--- src/rtl/ntm_convolutional_fnn_scheduler.sv ---
// ntm_convolutional_fnn_scheduler
//
// Purpose: sequences one convolutional FNN controller pass,
//   h(l) = sum_j W(l,j)*x(j) + sum_{i,k} K(i,l,k)*r(i,k) + b(l),
// for l = 0 .. size_l-1. Operands are fetched one pair at a time over a
// request/valid port. Each pair goes through a single shared external
// multiplier, and the products are accumulated here. Every finished h(l) is
// streamed out with a one-cycle strobe.
//
// Optional feature: define NTM_CONV_FNN_SATURATE_EN to make every accumulate
// (products and bias) saturate at the signed DATA_SIZE limits. Without it,
// the accumulator wraps modulo 2^DATA_SIZE.
//
// Ports:
//   clk, rst_n                  clock (rising edge), asynchronous active-low reset
//   start                       begin a pass (only honoured in IDLE)
//   ready                       one-cycle pulse when the pass is complete
//   size_x_in/size_r_in/
//   size_w_in/size_l_in         runtime dimensions, latched at start, clamped to X/R/W/L
//   op_req                      operand request, held until op_valid
//   op_sel                      0 = W*x, 1 = K*r, 2 = bias
//   op_i/op_j/op_l              indices: sel0 (-,j,l); sel1 (i,k,l); sel2 (-,-,l)
//   op_valid, op_a_in, op_b_in  operand response (may arrive in the request cycle)
//   mul_start                   one-cycle multiply start
//   mul_a_out, mul_b_out        operands for the external multiplier
//   mul_ready, mul_data_in      product handshake from the multiplier
//   h_out_enable                one-cycle strobe: h_out/h_l_out are valid
//   h_out, h_l_out              result and its output index (held until next strobe)

module ntm_convolutional_fnn_scheduler #(
  parameter int DATA_SIZE    = 64,
  parameter int CONTROL_SIZE = 64,
  parameter int X            = 64,
  parameter int R            = 64,
  parameter int W            = 64,
  parameter int L            = 64
) (
  input  logic                    clk,
  input  logic                    rst_n,
  input  logic                    start,
  output logic                    ready,
  input  logic [CONTROL_SIZE-1:0] size_x_in,
  input  logic [CONTROL_SIZE-1:0] size_r_in,
  input  logic [CONTROL_SIZE-1:0] size_w_in,
  input  logic [CONTROL_SIZE-1:0] size_l_in,
  output logic                    op_req,
  output logic [1:0]              op_sel,
  output logic [CONTROL_SIZE-1:0] op_i,
  output logic [CONTROL_SIZE-1:0] op_j,
  output logic [CONTROL_SIZE-1:0] op_l,
  input  logic                    op_valid,
  input  logic [DATA_SIZE-1:0]    op_a_in,
  input  logic [DATA_SIZE-1:0]    op_b_in,
  output logic                    mul_start,
  output logic [DATA_SIZE-1:0]    mul_a_out,
  output logic [DATA_SIZE-1:0]    mul_b_out,
  input  logic                    mul_ready,
  input  logic [DATA_SIZE-1:0]    mul_data_in,
  output logic                    h_out_enable,
  output logic [DATA_SIZE-1:0]    h_out,
  output logic [CONTROL_SIZE-1:0] h_l_out
);

  localparam logic [CONTROL_SIZE-1:0] X_MAX = CONTROL_SIZE'(X);
  localparam logic [CONTROL_SIZE-1:0] R_MAX = CONTROL_SIZE'(R);
  localparam logic [CONTROL_SIZE-1:0] W_MAX = CONTROL_SIZE'(W);
  localparam logic [CONTROL_SIZE-1:0] L_MAX = CONTROL_SIZE'(L);
  localparam logic [CONTROL_SIZE-1:0] ONE_C = CONTROL_SIZE'(1);

  localparam logic [1:0] SEL_WX   = 2'd0;
  localparam logic [1:0] SEL_KR   = 2'd1;
  localparam logic [1:0] SEL_BIAS = 2'd2;

  typedef enum logic [3:0] {
    S_IDLE,
    S_FETCH,
    S_MUL_ISSUE,
    S_MUL_WAIT,
    S_ACC,
    S_BIAS_FETCH,
    S_BIAS_ACC,
    S_EMIT,
    S_DONE
  } state_t;

  state_t                  state_reg, state_next;
  logic [CONTROL_SIZE-1:0] size_x_reg, size_x_next;
  logic [CONTROL_SIZE-1:0] size_r_reg, size_r_next;
  logic [CONTROL_SIZE-1:0] size_w_reg, size_w_next;
  logic [CONTROL_SIZE-1:0] size_l_reg, size_l_next;
  logic [1:0]              sel_reg, sel_next;
  logic [CONTROL_SIZE-1:0] i_reg, i_next;
  logic [CONTROL_SIZE-1:0] j_reg, j_next;
  logic [CONTROL_SIZE-1:0] k_reg, k_next;
  logic [CONTROL_SIZE-1:0] l_reg, l_next;
  logic [DATA_SIZE-1:0]    acc_reg, acc_next;
  logic [DATA_SIZE-1:0]    prod_reg, prod_next;
  logic [DATA_SIZE-1:0]    bias_reg, bias_next;
  logic [DATA_SIZE-1:0]    mul_a_reg, mul_a_next;
  logic [DATA_SIZE-1:0]    mul_b_reg, mul_b_next;
  logic [DATA_SIZE-1:0]    h_out_reg, h_out_next;
  logic [CONTROL_SIZE-1:0] h_l_reg, h_l_next;

  logic [CONTROL_SIZE-1:0] size_x_clamped;
  logic [CONTROL_SIZE-1:0] size_r_clamped;
  logic [CONTROL_SIZE-1:0] size_w_clamped;
  logic [CONTROL_SIZE-1:0] size_l_clamped;
  logic [DATA_SIZE-1:0]    bias_sum;

  function automatic logic [CONTROL_SIZE-1:0] clamp_size(
    input logic [CONTROL_SIZE-1:0] value,
    input logic [CONTROL_SIZE-1:0] max_value
  );
    return (value > max_value) ? max_value : value;
  endfunction

  // First non-empty phase of an output: W*x if there is any input, else
  // K*r if both read dimensions are non-zero, else straight to the bias.
  function automatic logic [1:0] first_sel(
    input logic [CONTROL_SIZE-1:0] sx,
    input logic [CONTROL_SIZE-1:0] sr,
    input logic [CONTROL_SIZE-1:0] sw
  );
    if (sx != '0)
      return SEL_WX;
    else if ((sr != '0) && (sw != '0))
      return SEL_KR;
    else
      return SEL_BIAS;
  endfunction

`ifdef NTM_CONV_FNN_SATURATE_EN
  localparam logic [DATA_SIZE-1:0] ACC_MAX = {1'b0, {(DATA_SIZE-1){1'b1}}};
  localparam logic [DATA_SIZE-1:0] ACC_MIN = {1'b1, {(DATA_SIZE-1){1'b0}}};

  // Signed overflow happens only when both addends share a sign and the
  // sum's sign differs; the addends' sign then says which limit to pin to.
  function automatic logic [DATA_SIZE-1:0] acc_add(
    input logic [DATA_SIZE-1:0] a,
    input logic [DATA_SIZE-1:0] b
  );
    logic [DATA_SIZE-1:0] s;
    s = a + b;
    if ((a[DATA_SIZE-1] == b[DATA_SIZE-1]) && (s[DATA_SIZE-1] != a[DATA_SIZE-1]))
      s = a[DATA_SIZE-1] ? ACC_MIN : ACC_MAX;
    return s;
  endfunction
`else
  function automatic logic [DATA_SIZE-1:0] acc_add(
    input logic [DATA_SIZE-1:0] a,
    input logic [DATA_SIZE-1:0] b
  );
    return a + b;
  endfunction
`endif

  assign size_x_clamped = clamp_size(size_x_in, X_MAX);
  assign size_r_clamped = clamp_size(size_r_in, R_MAX);
  assign size_w_clamped = clamp_size(size_w_in, W_MAX);
  assign size_l_clamped = clamp_size(size_l_in, L_MAX);

  // State register and datapath registers.
  always_ff @(posedge clk or negedge rst_n) begin
    if (!rst_n) begin
      state_reg  <= S_IDLE;
      size_x_reg <= '0;
      size_r_reg <= '0;
      size_w_reg <= '0;
      size_l_reg <= '0;
      sel_reg    <= SEL_WX;
      i_reg      <= '0;
      j_reg      <= '0;
      k_reg      <= '0;
      l_reg      <= '0;
      acc_reg    <= '0;
      prod_reg   <= '0;
      bias_reg   <= '0;
      mul_a_reg  <= '0;
      mul_b_reg  <= '0;
      h_out_reg  <= '0;
      h_l_reg    <= '0;
    end else begin
      state_reg  <= state_next;
      size_x_reg <= size_x_next;
      size_r_reg <= size_r_next;
      size_w_reg <= size_w_next;
      size_l_reg <= size_l_next;
      sel_reg    <= sel_next;
      i_reg      <= i_next;
      j_reg      <= j_next;
      k_reg      <= k_next;
      l_reg      <= l_next;
      acc_reg    <= acc_next;
      prod_reg   <= prod_next;
      bias_reg   <= bias_next;
      mul_a_reg  <= mul_a_next;
      mul_b_reg  <= mul_b_next;
      h_out_reg  <= h_out_next;
      h_l_reg    <= h_l_next;
    end
  end

  // Next-state and datapath update.
  always_comb begin
    state_next  = state_reg;
    size_x_next = size_x_reg;
    size_r_next = size_r_reg;
    size_w_next = size_w_reg;
    size_l_next = size_l_reg;
    sel_next    = sel_reg;
    i_next      = i_reg;
    j_next      = j_reg;
    k_next      = k_reg;
    l_next      = l_reg;
    acc_next    = acc_reg;
    prod_next   = prod_reg;
    bias_next   = bias_reg;
    mul_a_next  = mul_a_reg;
    mul_b_next  = mul_b_reg;
    h_out_next  = h_out_reg;
    h_l_next    = h_l_reg;
    bias_sum    = acc_add(acc_reg, bias_reg);

    case (state_reg)
      S_IDLE: begin
        if (start) begin
          size_x_next = size_x_clamped;
          size_r_next = size_r_clamped;
          size_w_next = size_w_clamped;
          size_l_next = size_l_clamped;
          i_next      = '0;
          j_next      = '0;
          k_next      = '0;
          l_next      = '0;
          acc_next    = '0;
          if (size_l_clamped == '0) begin
            state_next = S_DONE;
          end else begin
            sel_next   = first_sel(size_x_clamped, size_r_clamped, size_w_clamped);
            state_next = (sel_next == SEL_BIAS) ? S_BIAS_FETCH : S_FETCH;
          end
        end
      end

      S_FETCH: begin
        if (op_valid) begin
          mul_a_next = op_a_in;
          mul_b_next = op_b_in;
          state_next = S_MUL_ISSUE;
        end
      end

      S_MUL_ISSUE: begin
        state_next = S_MUL_WAIT;
      end

      S_MUL_WAIT: begin
        if (mul_ready) begin
          prod_next  = mul_data_in;
          state_next = S_ACC;
        end
      end

      S_ACC: begin
        acc_next = acc_add(acc_reg, prod_reg);
        if (sel_reg == SEL_WX) begin
          if ((j_reg + ONE_C) < size_x_reg) begin
            j_next     = j_reg + ONE_C;
            state_next = S_FETCH;
          end else begin
            j_next = '0;
            if ((size_r_reg != '0) && (size_w_reg != '0)) begin
              sel_next   = SEL_KR;
              i_next     = '0;
              k_next     = '0;
              state_next = S_FETCH;
            end else begin
              sel_next   = SEL_BIAS;
              state_next = S_BIAS_FETCH;
            end
          end
        end else begin
          // K*r phase: k is the inner loop, i the outer loop.
          if ((k_reg + ONE_C) < size_w_reg) begin
            k_next     = k_reg + ONE_C;
            state_next = S_FETCH;
          end else begin
            k_next = '0;
            if ((i_reg + ONE_C) < size_r_reg) begin
              i_next     = i_reg + ONE_C;
              state_next = S_FETCH;
            end else begin
              i_next     = '0;
              sel_next   = SEL_BIAS;
              state_next = S_BIAS_FETCH;
            end
          end
        end
      end

      S_BIAS_FETCH: begin
        if (op_valid) begin
          bias_next  = op_a_in;
          state_next = S_BIAS_ACC;
        end
      end

      S_BIAS_ACC: begin
        // The result register is loaded here so it is already valid during
        // the EMIT strobe cycle, and then simply holds afterwards.
        acc_next   = bias_sum;
        h_out_next = bias_sum;
        h_l_next   = l_reg;
        state_next = S_EMIT;
      end

      S_EMIT: begin
        acc_next = '0;
        l_next   = l_reg + ONE_C;
        if ((l_reg + ONE_C) >= size_l_reg) begin
          state_next = S_DONE;
        end else begin
          sel_next   = first_sel(size_x_reg, size_r_reg, size_w_reg);
          state_next = (sel_next == SEL_BIAS) ? S_BIAS_FETCH : S_FETCH;
        end
      end

      S_DONE: begin
        state_next = S_IDLE;
      end

      default: begin
        state_next = S_IDLE;
      end
    endcase
  end

  // Moore outputs: all decode from registered state, so they are 0 in reset.
  assign op_req       = (state_reg == S_FETCH) || (state_reg == S_BIAS_FETCH);
  assign op_sel       = sel_reg;
  assign op_i         = i_reg;
  assign op_j         = (sel_reg == SEL_KR) ? k_reg : j_reg;
  assign op_l         = l_reg;
  assign mul_start    = (state_reg == S_MUL_ISSUE);
  assign mul_a_out    = mul_a_reg;
  assign mul_b_out    = mul_b_reg;
  assign h_out_enable = (state_reg == S_EMIT);
  assign h_out        = h_out_reg;
  assign h_l_out      = h_l_reg;
  assign ready        = (state_reg == S_DONE);

endmodule

--- config.mk ---
export PLATFORM = sky130hd
export DESIGN_NAME = ntm_convolutional_fnn_scheduler
export DESIGN_NICKNAME = d
export VERILOG_FILES = /design/src/rtl/ntm_convolutional_fnn_scheduler.sv
export SDC_FILE = /design/constraint.sdc
export NUM_CORES = 2
export LEC_CHECK = 0
export ABC_CLOCK_PERIOD_IN_PS = 5400
export CAP_MARGIN = 20
export CORE_MARGIN = 2
export CORE_UTILIZATION = 38
export CTS_BUF_LIST = sky130_fd_sc_hd__clkbuf_2 sky130_fd_sc_hd__clkbuf_4 sky130_fd_sc_hd__clkbuf_8
export DETAILED_ROUTE_END_ITERATION = 10
export PLACE_DENSITY = 0.63
export SYNTH_ARGS = -nofsm -noshare
export SYNTH_HDL_FRONTEND = slang
export SYNTH_SLANG_ARGS = --single-unit
export TNS_END_PERCENT = 100
--- constraint.sdc ---
create_clock -name clk -period 5.4 [get_ports clk]
set_input_delay 1.35 -clock clk [delete_from_list [all_inputs] [get_ports clk]]
set_output_delay 1.35 -clock clk [all_outputs]
set_load 0.005 [all_outputs]
=== Word level (Yosys, flattened, before mapping) ===
Cells that the tools add are included.

* Register bits after elaboration: 966
* Input bits: 453
* Logic and storage cells: 131

* $add $sub $neg: 6
* Order comparisons: 8
* Eq/ne operators: 22
* Multiplexer cells: 51
* Reductions and logical operators: 27

{| class="wikitable"
|+ Operators with widths
! cell !! count
|-
| two-way mux 64 bit || 15
|-
| case mux 64 bit (2 select lines) || 4
|-
| nonzero test 64 bit || 6
|-
| adder 64 x 1 -> 64 bit, second input constant || 4
|-
| > comparator 64 x 7 -> 1 bit, second input constant || 4
|-
| case mux 64 bit (4 select lines) || 1
|-
| less-than comparator 64 bit || 3
|-
| adder 64 bit || 2
|-
| >= comparator 64 bit || 1
|-
| zero test 64 bit || 1
|-
| two-way mux 2 bit || 16
|-
| case mux 4 bit (8 select lines) || 1
|-
| two-way mux 4 bit || 7
|-
| two-way mux 3 bit || 6
|-
| equality test 4 x 3 -> 1 bit, second input constant || 4
|-
| != test 2 bit, second input constant || 7
|-
| != test 3 bit, second input constant || 4
|-
| AND reduction 2 bit || 6
|-
| equality test 4 x 2 -> 1 bit, second input constant || 2
|-
| AND reduction 4 bit || 2
|-
| AND reduction 7 bit || 1
|-
| case mux 2 bit (3 select lines) || 1
|-
| AND reduction 5 bit || 1
|-
| equality test 2 bit, second input constant || 2
|-
| other kinds (11) || 13
|}

=== Longest topological paths before layout ===
* Word-level depth: 14
* Mapped depth: 25

=== Least setup slack after synthesis ===
OpenSTA, ideal clock, no wires.

* Kind: reg-to-reg
* From: register k_reg[0]
* To: register i_reg[31] (netlist: op_i[31])
* Library setup time: 0.133 ns
* Arrival time: 4.998 ns
* Data required time: 5.267 ns
* Path slack: 0.268 ns
* Cell stages (with the launch flop): 24
* Path buffers: 4
* Cells stage by stage: dfrtp_1 -> ha_1 -> nand3_2 -> nor3_2 -> nand3_1 -> or3_4 -> nor4b_4 -> nand2_2 -> or3_4 -> xnor2_1 -> ha_1 -> nor2b_1 -> o21ai_0 -> nand2b_1 -> a21oi_1 -> o21ai_0 -> or2_2 -> buf_1 -> or2_2 -> clkbuf_1 -> nand2_1 -> clkbuf_1 -> clkbuf_1 -> o21ai_0

* Word-level cells in the longest chain between the ends: 4

{| class="wikitable"
|+ RTL lines
! item !! line !! text
|-
| start, declared || 94 || <nowiki>logic [CONTROL_SIZE-1:0] k_reg, k_next;</nowiki>
|-
| start signal, assigned || 191 || <nowiki>k_reg <= k_next;</nowiki>
|-
| adder 64 x 1 -> 64 bit || 284 || <nowiki>if ((k_reg + ONE_C) < size_w_reg) begin</nowiki>
|-
| less-than comparator 64 bit || 284 ||
|-
| != test 3 bit (no source line) || n/a ||
|-
| AND reduction 5 bit (no source line) || n/a ||
|-
| end signal, assigned || 189 || <nowiki>i_reg <= i_next;</nowiki>
|-
| end, declared || 92 || <nowiki>logic [CONTROL_SIZE-1:0] i_reg, i_next;</nowiki>
|}

Every way passes these cells.
A chain may end at the register's enable or synchronous reset.

=== Worst setup path after layout ===
* From: register l_reg[19] (netlist: op_l[19])
* To: register sel_reg[0] (netlist: op_sel[0])

* Word-level cells in the longest chain between the ends: 4

{| class="wikitable"
|+ RTL lines
! item !! line !! text
|-
| start, declared || 95 || <nowiki>logic [CONTROL_SIZE-1:0] l_reg, l_next;</nowiki>
|-
| start signal, assigned || 192 || <nowiki>l_reg <= l_next;</nowiki>
|-
| adder 64 x 1 -> 64 bit || 320 || <nowiki>if ((l_reg + ONE_C) >= size_l_reg) begin</nowiki>
|-
| >= comparator 64 bit || 320 ||
|-
| != test 2 bit (no source line) || n/a ||
|-
| AND reduction 7 bit (no source line) || n/a ||
|-
| end signal, assigned || 188 || <nowiki>sel_reg <= sel_next;</nowiki>
|-
| end, declared || 91 || <nowiki>logic [1:0] sel_reg, sel_next;</nowiki>
|}

Every way passes these cells.

==> results.md <==
- Outcome: finished, final reports clean
- Starting DRT DRC Count: approximately 3400
- Die extent in x: ~390 microns
- Grt ovf: 0
- CTS tree: yes
- Top delay family on crit path: simple AND/OR/NAND/NOR gates
- Leak: 33.7 nW
- Nets: 7868
- Largest family of logic cells by synthesized area: simple AND/OR/NAND/NOR gates
- Flop pwr share: 32.6%
- Die area: about 150000 sq um
- Peak supply drop: 0.328 mV
- Buf+Inv Stages, Crit Path: 3
- Power density cells: between 400 and 500 nW/um^2
- Post-DP Area: 68600 sq um
- Rows: 141
- # port buffers: between 900 and 1000
- Worst Path Required: ~6 ns
- Clock Pin Slew Worst Setup and Hold Paths: approximately 0.070 ns
- Actual slew at the worst max-slew pin: about 1.1 ns
- Synth Area in XOR/XNOR: 5.48%
- Period utilization: a little over nine tenths
- H-tree levels: 4
- Share of post-route cells with drive strength above 1: 12.6%
- Fraction of registers with async set/reset: between 90% and 100%
- Clock Skew: 0.0540 ns
- Area Growth Syn to Fin: 28.9%
- Adder-cell share of the synthesized area: under 10%
- Synthesized Nets: 6876
- Max incr delay on CP: ~0.42 ns
- Setup ws final: approximately 0.22 ns
- Mapped Cells: just over 6000
- Smallest hold slack: ~0.47 ns
- Die H: 389 microns
- Synth Cell Area: between 50000 and 60000 sq um
- Core area: 147000 sq um
- Initial antenna violation count: 16
- Hold Buf Count CTS: 0
- Max Cap Viol: 0
- CTS max path bufs: 3
- Hold crit path type: reg -> reg
- GPL Wtd Cong: 0.948
- Max Slew Vio Count: 0
- Post-route cell area: slightly above 70000 sq um
- CTS sink cnt: roughly 970
- Peak fanout along the critical path: 8
- Vias in the first global route: 49400
- Synth top area share: around 43%
- First-pass GRT wire length: around 300000 microns
- Dpl cells: just under 9000
- WS Path Type: reg -> reg
- Root Buffer: clkbuf_8
- TritonCTS Buffers: 171
- P_int: about 19 mW
- Mux contribution to synthesized area: under 10%
- Hpwl dp: roughly 150000 microns
- Most frequent CP cell: buf_4
- Crit. End Element: register
- I/O pins: slightly above 900
- Final ANT Viol Nets: 0
- Pre-antenna DRT Iters: 6
- Area leader, netlist: dfrtp_1
- Residual DRC: 0
- Sw Share: about two fifths
- Top post-synthesis cells by area: dfrtp_1, ha_1, mux2_2
- Critical Path Start Type: register
- Final core occ: about half
- Syn_area_per_cell: between 9 and 10 sq um
- Synth Warn #: 0
- Synthesis-stage register bit count: a little under 1000
- Final hold violation count: 0
- Compound-Gate Fraction of Synth Area: approximately 15%
- Routed WL: 195000 microns
- EDFF count, synth: 0
- All-layer global routing usage: between 20 and 30%
- Final Non-Filler Cells: between 9000 and 10000
- Final setup viols: 0
- Ys flop type: dfrtp_1
- Cell Chain, Critical Path: and4_1 -> nand4_1 -> buf_4 -> or3_1 -> nor4_2 -> buf_4 -> and2_1 -> nand3_1 -> xnor2_1 -> ha_1 -> a221o_1 -> a221oi_1 -> o211ai_1 -> nor3_4 -> buf_4 -> o21ai_0 -> nor4_2 -> mux2_2
- Slowest CP cell: or3_1
- Max Freq: 193 MHz
- Vias after detailed routing: ~50000
- Seq/Total Area, Yosys: between 40% and 50%
- Crit path arrival time: 5.95 ns
- Most frequent cells in the layout: dfrtp_1, clkdlybuf4s50_1, nand2_1, nor2_1, o21ai_0
- Worst-skew pair later-pin latency: approximately 0.92 ns
- Gate power share: between 40% and 50%
- Share of power burned in the clock network: 23.8%
- Most common cell after layout, fill and taps aside: dfrtp_1
- Initial Util: a little under two fifths
- Synth cell types: a little over 80
- Dpl ws: -0.304 ns
- Simple-gate area share of the yosys netlist: between 10% and 20%
- Net Switching: between 10 and 15 mW
- Pin count of the biggest net entering global routing: between 100 and 150
- WL/cell: 21.4 microns
- Final Critical Period: between 5 and 6 ns
- Worst slew margin: a little over a quarter
- Vias per std cell: approximately 5.5
path summary, 6_finish.rpt:
check                                 start            to  slack (ns)  cells past startpoint
worst max-delay path               op_l[19]     op_sel[0]        0.22                     18
worst min-delay path            h_l_out[12]   h_l_out[12]        0.47                      2
worst max register to register     op_l[19]     op_sel[0]        0.22                     18
worst min register to register  h_l_out[12]   h_l_out[12]        0.47                      2
max in group asynchronous             rst_n  prod_reg[34]        3.61                      2
min in group asynchronous             rst_n      k_reg[4]        0.51                      1
per-layer routing:
layer | GRT usage [%] | vias to the layer above | routed length [microns]
met5 | 0 | - | 50
met1 | 32.3 | 24400 | 82800
met3 | 4.97 | 309 | 11800
li1 | - | 23400 | -
met2 | 42.9 | 1533 | 94800
met4 | 7.57 | 8 | 5340
timing repair:
action	in CTS	in global routing
endpoints found under the hold margin	0	0
setup buffers	0	4
pin swaps	0	7
setup endpoints to repair	3	160
resized for setup	4	23
power by group through the flow:
stage          registers [mW]  clock network [mW]  logic, mW
2_1_floorplan            9.80                   0       7.87
3_3_place_gp             10.2                   0       13.3
3_5_place_dp             10.3                   0       13.4
4_1_cts                  10.2                7.58       13.5
5_1_grt                  10.3                7.91       14.8
6_report                 10.2                7.40       13.6
through the flow:
step           power [mW]  setup TNS, ns
3_3_place_gp         23.5         -0.378
3_5_place_dp         23.7         -0.600
5_1_grt              33.0        -0.0749
6_report             31.2              0
4_1_cts              31.3              0
2_1_floorplan        17.7              0
synth_stat cells, types with 41 or more instances:
cell / n
nor3_1: 90
ha_1: 383
a211oi_1: 63
xor2_1: 147
clkbuf_1: 264
xnor2_1: 205
a21oi_1: 241
a21o_1: 203
o21ai_0: 394
nand2_1: 762
nor2_1: 472
nand4_1: 150
nand3_1: 182
and3_1: 97
a22o_1: 59
o31ai_1: 41
inv_1: 342
dfrtp_1: 966
mux2_2: 310
nor4_1: 123
final cells by class:
| cell class | count | area (sq um) |
|---|---|---|
| Antenna cell | 13 | 32.5 |
| Clock buffer | 266 | 3330 |
| Clock inverter | 36 | 379 |
| Fill cell | 13800 | 74800 |
| Inverter | 343 | 1290 |
| Multi-Input combinational cell | 4431 | 29800 |
| Sequential cell | 966 | 24200 |
| Tap cell | 1930 | 2410 |
| Timing Repair Buffer | 1117 | 11000 |
worst reg2reg max path, stage by stage, from the launching register on:
cell      delay, ns
dfrtp_1        0.34
and4_1         0.23
nand4_1        0.18
buf_4          0.19
or3_1          0.42
nor4_2         0.25
buf_4          0.21
and2_1         0.18
nand3_1        0.12
xnor2_1        0.28
ha_1           0.31
a221o_1        0.33
a221oi_1       0.31
o211ai_1       0.25
nor3_4         0.32
buf_4          0.18
o21ai_0        0.16
nor4_2         0.42
mux2_2         0.38
cells by family after synthesis:
kind of cell	count (synthesis)
mux	338
xor+xnor	352
fa+ha+maj	385
simple gates	2075
buf+inv	641
flops	966
compound gates	1281
Note: power is estimated with default switching activity, not from simulation.
